$ cat config.mk
export PLATFORM = sky130hd
export DESIGN_NAME = qdiv_serial
export DESIGN_NICKNAME = d
export VERILOG_FILES = /design/src/rtl/qdiv_serial.sv
export SDC_FILE = /design/constraint.sdc
export NUM_CORES = 1
export LEC_CHECK = 0
export CORE_UTILIZATION = 55
export DETAILED_ROUTE_END_ITERATION = 12
export PLACE_DENSITY = 0.87
export RECOVER_POWER = 100
export SETUP_SLACK_MARGIN = 0.5
export SLEW_MARGIN = 40
export SYNTH_ARGS = -nofsm -noshare
export SYNTH_HDL_FRONTEND = slang
export SYNTH_SLANG_ARGS = --single-unit
export TNS_END_PERCENT = 100
$ cat constraint.sdc
create_clock -name clk -period 3.7 [get_ports clk]
set_input_delay 0.74 -clock clk [delete_from_list [all_inputs] [get_ports clk]]
set_output_delay 0.74 -clock clk [all_outputs]
set_load 0.01 [all_outputs]
$ cat src/rtl/qdiv_serial.sv
// Serial restoring divider for Q/N sign-magnitude fixed point: c = a / b,
// one quotient bit per clock, start/done handshake, saturating on overflow or /0.
module qdiv_serial #(
  parameter int Q = 15,
  parameter int N = 32
) (
  input  logic         clk,
  input  logic         rst,
  input  logic         start,
  input  logic [N-1:0] a,
  input  logic [N-1:0] b,
  output logic         busy,
  output logic         done,
  output logic [N-1:0] c,
  output logic         ovr
);

  localparam int DW = N - 1 + Q;
  localparam int KW = $clog2(DW + 1);

  typedef enum logic [1:0] {IDLE, CALC, DONE} state_t;

  state_t        r_state, w_state_nxt;
  logic [DW-1:0] r_d;
  logic [DW-2:0] r_qr;
  logic [N-2:0]  r_r;
  logic [N-2:0]  r_bmag;
  logic          r_sgn;
  logic [KW-1:0] r_k;
  logic [N-1:0]  r_c;
  logic          r_ovr;

  logic [N-1:0]  w_r_shift;
  logic [N-2:0]  w_r_nxt;
  logic [DW-1:0] w_qr_nxt;
  logic          w_ge;
  logic          w_last;
  logic [N-1:0]  w_c_nxt;
  logic          w_ovr_nxt;

  // Remainder after subtraction is always below |b|, so N-1 bits hold it exactly.
  always_comb begin
    w_r_shift = {r_r, r_d[DW-1]};
    w_ge      = (w_r_shift >= {1'b0, r_bmag});
    w_r_nxt   = w_ge ? (w_r_shift[N-2:0] - r_bmag) : w_r_shift[N-2:0];
    w_qr_nxt  = {r_qr, w_ge};
    w_last    = (r_k == KW'(1));
  end

  always_comb begin
    w_c_nxt   = '0;
    w_ovr_nxt = 1'b0;
    if (r_bmag == '0) begin
      w_c_nxt   = {1'b0, {(N-1){1'b1}}};
      w_ovr_nxt = 1'b1;
    end else if (|w_qr_nxt[DW-1:N-1]) begin
      w_c_nxt   = {r_sgn, {(N-1){1'b1}}};
      w_ovr_nxt = 1'b1;
    end else begin
      // A zero magnitude never carries a sign, so -0 cannot appear on c.
      w_c_nxt   = {r_sgn & (|w_qr_nxt[N-2:0]), w_qr_nxt[N-2:0]};
    end
  end

  always_comb begin
    w_state_nxt = r_state;
    unique case (r_state)
      IDLE:    if (start) w_state_nxt = CALC;
      CALC:    if (w_last) w_state_nxt = DONE;
      DONE:    w_state_nxt = IDLE;
      default: w_state_nxt = IDLE;
    endcase
  end

  always_ff @(posedge clk or negedge rst) begin
    if (!rst) r_state <= IDLE;
    else      r_state <= w_state_nxt;
  end

  always_ff @(posedge clk or negedge rst) begin
    if (!rst) begin
      r_d    <= '0;
      r_qr   <= '0;
      r_r    <= '0;
      r_bmag <= '0;
      r_sgn  <= 1'b0;
      r_k    <= '0;
      r_c    <= '0;
      r_ovr  <= 1'b0;
    end else if (r_state == IDLE && start) begin
      r_d    <= {a[N-2:0], {Q{1'b0}}};
      r_qr   <= '0;
      r_r    <= '0;
      r_bmag <= b[N-2:0];
      r_sgn  <= a[N-1] ^ b[N-1];
      r_k    <= KW'(DW);
    end else if (r_state == CALC) begin
      r_d  <= r_d << 1;
      r_qr <= w_qr_nxt[DW-2:0];
      r_r  <= w_r_nxt;
      r_k  <= r_k - KW'(1);
      if (w_last) begin
        r_c   <= w_c_nxt;
        r_ovr <= w_ovr_nxt;
      end
    end
  end

  assign busy = (r_state == CALC);
  assign done = (r_state == DONE);
  assign c    = r_c;
  assign ovr  = r_ovr;

endmodule
-- After elaboration in Yosys (flattened, before gate mapping)
Cells that the tools add are included.
- add/sub/neg operators: 2
- magnitude comparators: 1
- equal/unequal tests: 5
- multiplexer cells: 16
- bitwise gates (word level): 3
- reduce and logical (&&, ||, !) cells: 8
- operators by type and width (operator ; number):
    2-to-1 mux 31 bit ; 3
    2-to-1 mux 46 bit ; 2
    2-to-1 mux 45 bit ; 2
    2-to-1 mux 32 bit ; 2
    >= comparator 32 x 31 -> 1 bit ; 1
    logical NOT 31 bit ; 1
    OR reduction 31 bit ; 1
    subtractor 31 bit ; 1
    OR reduction 15 bit ; 1
    2-to-1 mux 6 bit ; 2
    equality test 6 x 1 -> 1 bit, second input constant ; 1
    subtractor 6 x 1 -> 6 bit, second input constant ; 1
    2-to-1 mux 2 bit ; 2
    one-hot mux 2 bit (2 select lines) ; 1
    AND reduction 3 bit ; 1
    equality test 2 x 1 -> 1 bit, second input constant ; 1
    equality test 2 bit, second input constant ; 1
    logical NOT 2 bit ; 1
    2-to-1 mux 1 bit ; 2
    != test 2 x 1 -> 1 bit, second input constant ; 1
    != test 2 bit, second input constant ; 1
    AND reduction 2 bit ; 1
    nonzero test 2 bit ; 1
    AND 1 bit ; 1
    other kinds (3) ; 3
- flip-flop bits (word level): 195
- logic and storage cells: 44

-- Depth between registers and ports, before layout
Gate-level depths: netlist (run 1).
- depth in word-level cells: 5
- depth in mapped cells: 13

-- Least setup slack after synthesis (run 1)
No wires, ideal clock.
- path type: reg2reg
- start point: reg r_d[45]
- end point: reg r_r[20]
- arrival time: 2611 ps
- path slack: 959 ps
- stages on the path, launching flop included: 14
- clock period less this slack: 2741 ps
- path through: dfrtp_1 -> inv_1 -> ha_1 -> fa_1 -> nand2b_1 -> a21oi_4 -> a31oi_4 -> o221ai_2 -> o211ai_4 -> and2_1 -> buf_4 -> buf_6 -> a32oi_1 -> o21ai_0
- cells in the longest elaborated chain, start to end: 4
- ends and longest elaborated chain (item ; RTL line ; text):
    start, declared ; 24 ; logic [DW-1:0] r_d;
    start signal, assigned ; 91 ; r_d <= {a[N-2:0], {Q{1'b0}}};
    start signal, assigned ; 98 ; r_d <= r_d << 1;
    subtractor 31 bit or >= comparator 32 x 31 -> 1 bit (tied branches) ; 45, 44 ;
    2-to-1 mux 31 bit * ; 45 ; w_r_nxt = w_ge ? (w_r_shift[N-2:0] - r_bmag) : w_r_shift[N-2:0];
    2-to-1 mux 31 bit * ; 97 ; end else if (r_state == CALC) begin
    2-to-1 mux 31 bit * ; 90 ; end else if (r_state == IDLE && start) begin
    end signal, assigned ; 100 ; r_r <= w_r_nxt;
    end, declared ; 26 ; logic [N-2:0] r_r;
Mark *: on every way between the ends. The rest lies on a longest branch, timed or not. The select of a mux whose other input is x is not followed.
A chain may end at the register's enable or synchronous reset.

-- Final worst setup path (run 1)
- start point: reg r_bmag[0]
- end point: reg r_r[22]
- cells in the longest elaborated chain, start to end: 4
- ends and longest elaborated chain (item ; RTL line ; text):
    start, declared ; 27 ; logic [N-2:0] r_bmag;
    start signal, assigned ; 94 ; r_bmag <= b[N-2:0];
    subtractor 31 bit or >= comparator 32 x 31 -> 1 bit (tied branches) ; 45, 44 ;
    2-to-1 mux 31 bit * ; 45 ;
    2-to-1 mux 31 bit * ; 97 ;
    2-to-1 mux 31 bit * ; 90 ;
Marked as above.

==> flow_metrics.tcl, run 1 <==
set metrics [dict create \
    cts_max_path_buffers 2 \
    io_pins 102 \
    switching_power_mw 0.884 \
    comb_power_share_pct 2.8 \
    grt_pass1_vias 7331 \
    vias 7692 \
    clock-sinks 180 \
    syn_area_um2 9120 \
    grt_pass1_wl_um 35600 \
    p_per_area_nw_per_um2 368 \
    switching_share_pct 22.0 \
    seqPwrFrac_pct 48.9 \
    worst_pin_slew_ns 2.33 \
    cts_buffers 17 \
    synth_area_per_cell_um2 9.16 \
    grt_util_met3_pct 4.68 \
    htreeDepth 4 \
    total_power_mw 4.02 \
    synthArstFlopShare_pct 100 \
    global_route.usage.met1_pct 36.1 \
    ys_seq_area_share_pct 49.4 \
    grt_use_total_pct 26.8 \
    status "finished, violations left" \
    fin_area_um2 10900 \
    place_area_um2 10300 \
    violations "max-capacitance violations, max-slew violations" \
    ant_nets 0 \
    setup_viol 0 \
    synth_top_area_share_pct 49.4 \
    drc 0 \
    nFillCells 1241 \
    synth_flop_cell "dfrtp_1" \
    syn2layout_area_growth_pct 19.7 \
    end_kind "flop" \
    cts_root_buf "clkbuf_16" \
    top_usage_layer "met2" \
    drtPass1Iterations 5 \
    yosysWarningCount 0 \
    ir_worst_vdd_v 0.000309 \
    grtUsageMet2_pct 43.4 \
    max_cap_violations 3 \
    dp_hpwl_um 14200 \
    drive_gt1_share_pct 5.26 \
    globalRouteOverflowTotal 0 \
    cts_tree "done" \
    drt-total-wl_um 21400 \
    cp-start-kind "flop" \
    power_leakage_nw 5.14 \
    synth_edf_count 0 \
    rsz0062_at_grt "no" \
    hp-class "reg -> reg" \
    antenna_found_initial 0 \
    portBuffers 101 \
    wl_per_cell_um 16.5 \
    worstPathMaxFanout 14 \
    antenna_cells 0 \
    rows 46 \
    min_period_over_period_pct 87.0 \
    setup_tns_ns 0 \
    die_area_um2 17100 \
    max_freq_mhz 311 \
    syn_inst 995 \
    die_y_um 131 \
    synth-seq-cells 180 \
    fin_skew_ns 0.0128 \
    max_slew_margin_pct -55.4 \
    synth_cell_types 62 \
    clkTransAtPathRegs_ns 0.07 \
    core_area_um2 16100 \
    synth.area.top_cells "dfrtp_1, nand2_1, o21ai_0" \
    grt_max_degree 96 \
    synth_top_area_cell "dfrtp_1" \
    required_ns 4.00 \
    clkPwrFrac_pct 48.3 \
    clock_latency_ns 0.44 \
    layout.nets 1173 \
    p_int_mw 3.14 \
    drt_iter0_markers 638 \
    synth_nets 1096 \
    start_util_pct 56.8 \
    hold_viol_final 0 \
    min_period_ns 3.22 \
    critPathArrivalTime_ns 3.52 \
    vias_per_cell 5.92 \
    crit_type "reg -> reg" \
    die_x_um 131 \
    globalplace.congestion 0.932 \
    finalMaxSlewViolations 209 \
]
[what timing repair did]
action | in CTS | in global routing
gates resized for setup | 1 | 3
setup buffers | 0 | 3
pin swaps | 0 | 1
endpoints found under the setup margin | 8 | 14
hold buffers | 0 | 0
[state kept, by name (all words and copies together), names as in the netlist]
| register | flops |
|---|---|
| c | 32 |
| r_r | 31 |
| r_sgn | 1 |
| r_k | 6 |
| r_state | 2 |
| r_bmag | 31 |
| r_d | 31 |
| r_qr | 45 |
| ovr | 1 |
[critical path: stages (launching register included)]
cell and delay, ns:
dfrtp_1 0.42, ha_1 0.23, fa_1 0.41, nand2b_1 0.19, a21oi_4 0.20, a31oi_4 0.15
o221ai_1 0.50, o211ai_4 0.20, and2_4 0.25, buf_4 0.21, a32oi_1 0.19, o21ai_0 0.13
[cells in the final DEF (no fill, tap or decap), types with 12 or more instances in the layout]
cell / synthesis / layout
dfrtp_1: 180 / 180
a22oi_1: 29 / 29
xnor2_1: 19 / 19
nor4_1: 20 / 20
ha_1: 33 / 33
o22a_1: 31 / 31
clkdlybuf4s50_1: 0 / 65
dlygate4sd3_1: 0 / 35
a21o_1: 12 / 12
inv_1: 41 / 41
nand2_1: 233 / 233
mux2i_1: 12 / 12
nor2_1: 23 / 22
nand3_1: 27 / 27
a21oi_1: 57 / 57
clkbuf_16: 0 / 17
o21ai_0: 109 / 110
[final timing paths]
kind                       depth (start not counted)         end  slack [ns]       from
max                                               11     r_r[22]        0.48  r_bmag[0]
min in group asynchronous                          1  r_state[0]        0.98        rst
min reg2reg                                        2     r_d[25]        0.47    r_d[25]
max reg2reg                                       11     r_r[22]        0.48  r_bmag[0]
max in group asynchronous                          2   r_bmag[3]        1.07        rst
min                                                2     r_d[25]        0.47    r_d[25]
[power by group through the flow]
stage	registers (mW)	clock network, mW	logic (mW)
after floorplan	2.01	0	0.00107
after global placement	2.00	0	0.115
after detailed placement	2.00	0	0.116
after CTS	1.97	1.95	0.116
after global routing	1.97	2.03	0.124
final	1.97	1.94	0.111
[layer usage]
metal	routed length [um]	vias to the layer above	part of all wire [%]
met5	0	-	0
met4	473	0	2.2
met3	1150	40	5.4
met2	10400	276	48
met1	9450	3714	44
li1	-	3662	-
[kinds of logic after synthesis]
group | share of synthesized area [%]
AND/OR/NAND/NOR | 16.1
AO/OA/AOI/OAI | 21.4
flip-flops | 49.4
buffers and inverters | 4.35
adder cells (fa/ha/maj) | 4.75
XOR/XNOR | 2.69
multiplexers | 1.32
[final cells by class]
type,instances,area (um^2),share of cell area [%]
Sequential cell,180,4500,41.3
Multi-Input combinational cell,716,4230,38.8
Timing Repair Buffer,115,1110,10.2
Clock buffer,18,439,4.02
Tap cell,216,270,2.48
Clock inverter,13,198,1.81
Inverter,42,159,1.46
[cell usage after synthesis (12+ instances only)]
cell and n:
mux2i_1 12, o21ai_0 109, nand3_1 27, a21o_1 12
a21oi_1 57, o22a_1 31, inv_1 41, dfrtp_1 180
nand2_1 233, nor2_1 23, xnor2_1 19, nor4_1 20
clkbuf_1 48, ha_1 33, a22oi_1 29
[per-stage QoR]
step                hold slack, ns  std cells  util (%)  setup slack (ns)
floorplan                    0.444        995         -             0.959
global placement             0.457       1266      64.0             0.584
detailed placement           0.463       1266      64.0             0.470
CTS                          0.348       1297      68.0             0.506
global route                 0.503       1300      68.0             0.292
finish                       0.474       1300      68.0             0.480
No activity file was read; power rests on OpenSTA's default activity.
==> run 2: changes to the inputs <==
--- a/config.mk
+++ b/config.mk
@@ -5,6 +5,7 @@
 export SDC_FILE = /design/constraint.sdc
 export NUM_CORES = 1
 export LEC_CHECK = 0
+export CAP_MARGIN = 20
 export CORE_UTILIZATION = 55
 export DETAILED_ROUTE_END_ITERATION = 12
 export PLACE_DENSITY = 0.87
==> constraint.sdc (replaced) <==
create_clock -name clk -period 3.2 [get_ports clk]
set_input_delay 0.64 -clock clk [delete_from_list [all_inputs] [get_ports clk]]
set_output_delay 0.64 -clock clk [all_outputs]
set_load 0.01 [all_outputs]
==> run 2 against run 1 <==
The flow still finishes with violations (max-capacitance violations, max-slew violations). Clock power grew 20%. Routed wire length up 7.8%. Non-clock buffer count up 11. Sequential share of layout area shrank 1.1 points. Worst hold slack better by 0.0047 ns. Critical path depth unchanged. Combinational power increased by 19%. Largest power group is now the clock network. Highest routed layer unchanged.
==> flow_metrics.tcl, run 2 (synthesis results as in run 1) <==
set metrics [dict create \
    core_area_um2 16100 \
    finalMaxSlewViolations 192 \
    vias 7981 \
    fin_cells 1312 \
    die_y_um 131 \
    critPathArrivalTime_ns 3.24 \
    worstReg2RegStart "r_r[8]" \
    worstSetupStartpoint "r_r[8]" \
    grt_use_total_pct 28.3 \
    cts_buffers 17 \
    cts_tree "done" \
    portBuffers 101 \
    nFillCells 1184 \
    drtPass1Iterations 6 \
    die_x_um 131 \
    rows 46 \
    layout.nets 1184 \
    p_per_area_nw_per_um2 423 \
    die_area_um2 17100 \
    crit_type "reg -> reg" \
    whs_endpoint "r_d[27]" \
    hp-class "reg -> reg" \
    total_power_mw 4.74 \
    globalRouteOverflowTotal 0 \
    min_period_over_period_pct 90.0 \
    fin_skew_ns 0.0143 \
    cts_root_buf "clkbuf_16" \
    power_leakage_nw 5.24 \
    rsz0062_at_grt "yes" \
    antenna_cells 0 \
    layout_commonest_cell "nand2_1" \
    grt_pass1_wl_um 37400 \
    top_register "r_qr" \
    place_worst_setup_slack_ns 0.314 \
    drive_gt1_share_pct 8.49 \
    syn2layout_area_growth_pct 22.9 \
    setup_viol 0 \
    status "finished, violations left" \
    hold_viol_final 0 \
    wl_per_cell_um 17.6 \
    dp_hpwl_um 14500 \
    io_pins 102 \
    worstPathMaxFanout 10 \
    holdPathStages 2 \
    htreeDepth 4 \
    reg2reg_depth 11 \
    end_kind "flop" \
    min_period_ns 2.88 \
    cp-start-kind "flop" \
    globalplace.congestion 0.937 \
    cts_max_path_buffers 2 \
    violations "max-capacitance violations, max-slew violations" \
    start_util_pct 56.8 \
    reg2reg_slack_ns 0.32 \
    max_freq_mhz 347 \
    drt_iter0_markers 699 \
    antenna_found_initial 0 \
    setup_tns_ns 0 \
    min_from "r_d[27]" \
    ir_worst_vdd_v 0.000383 \
    setup_slack_ns 0.320 \
    drt-total-wl_um 23100 \
    clkTransAtPathRegs_ns 0.07 \
    final_cell_mix "nand2_1, dfrtp_1, o21ai_0, clkdlybuf4s50_1, a21oi_1" \
    dp.cells 1271 \
    vias_per_cell 6.08 \
    max_cap_violations 3 \
    ant_nets 0 \
    drc 0 \
    worst_pin_slew_ns 2.05 \
    required_ns 3.56 \
    max_slew_margin_pct -36.6 \
    multi_input_area_um2 4360 \
    grt_pass1_vias 7512 \
    place_area_um2 10400 \
    r2r-end "r_r[24]" \
    regArea_um2 4500 \
    clock-sinks 180 \
    fin_area_um2 11200 \
    grt_max_degree 140 \
    clock_latency_ns 0.44 \
    largest_reg_flops 45 \
]
-- run 2: final cells by class --
class | count | area share, %
sequential | 180 | 40.2
inverter | 42 | 1.42
multi-input combinational | 716 | 38.9
tap | 216 | 2.41
clock inverter | 13 | 1.90
clock buffer | 19 | 3.95
timing repair buffer | 126 | 11.2
-- run 2: how the worst max path moves through the flow --
stage | slack [ns] | end | depth (start not counted)
2_1_floorplan | 0.52 | r_r[20] | 13
3_3_place_gp | 0.45 | r_r[22] | 11
3_5_place_dp | 0.31 | r_r[22] | 10
4_1_cts | 0.50 | r_r[28] | 11
5_1_grt | 0.26 | r_r[24] | 11
6_report | 0.32 | r_r[24] | 11
-- run 2: metrics by stage --
step | util [%] | hold slack (ns)
5_1_grt | 69.8 | 0.498
3_3_place_gp | 64.4 | 0.458
2_1_floorplan | - | 0.344
6_report | 69.8 | 0.479
4_1_cts | 69.5 | 0.282
3_5_place_dp | 64.7 | 0.462
-- run 2: critical path, stage by stage (launching register included) --
cell and delay, ns:
dfrtp_1 0.43, ha_4 0.28, a211oi_2 0.18, nor2_1 0.11, o41ai_4 0.22, clkbuf_1 0.29, o221ai_4 0.18, o211ai_4 0.35
and2_0 0.27, buf_4 0.22, a21oi_1 0.08, a21oi_1 0.20
-- run 2: metal layers --
metal,routed length (um),global-route usage (%),vias up
met2,11300,46.0,330
met5,0,0,-
met3,1350,5.46,69
met4,751,13.0,0
met1,9700,36.8,3893
li1,-,-,3689
-- run 2: what timing repair did --
item | in CTS | in global routing
pin swaps | 6 | 8
hold buffers | 0 | 0
setup endpoints to repair | 33 | 34
buffers inserted | 6 | 3
gates cloned | 0 | 0
resized for setup | 12 | 24
-- run 2: report_power, final --
part	internal, mW	leakage (nW)	switching (mW)
Combinational	0.0755	2.84	0.0566
Sequential	2.27	2.08	0
Clock	1.36	0.317	0.969
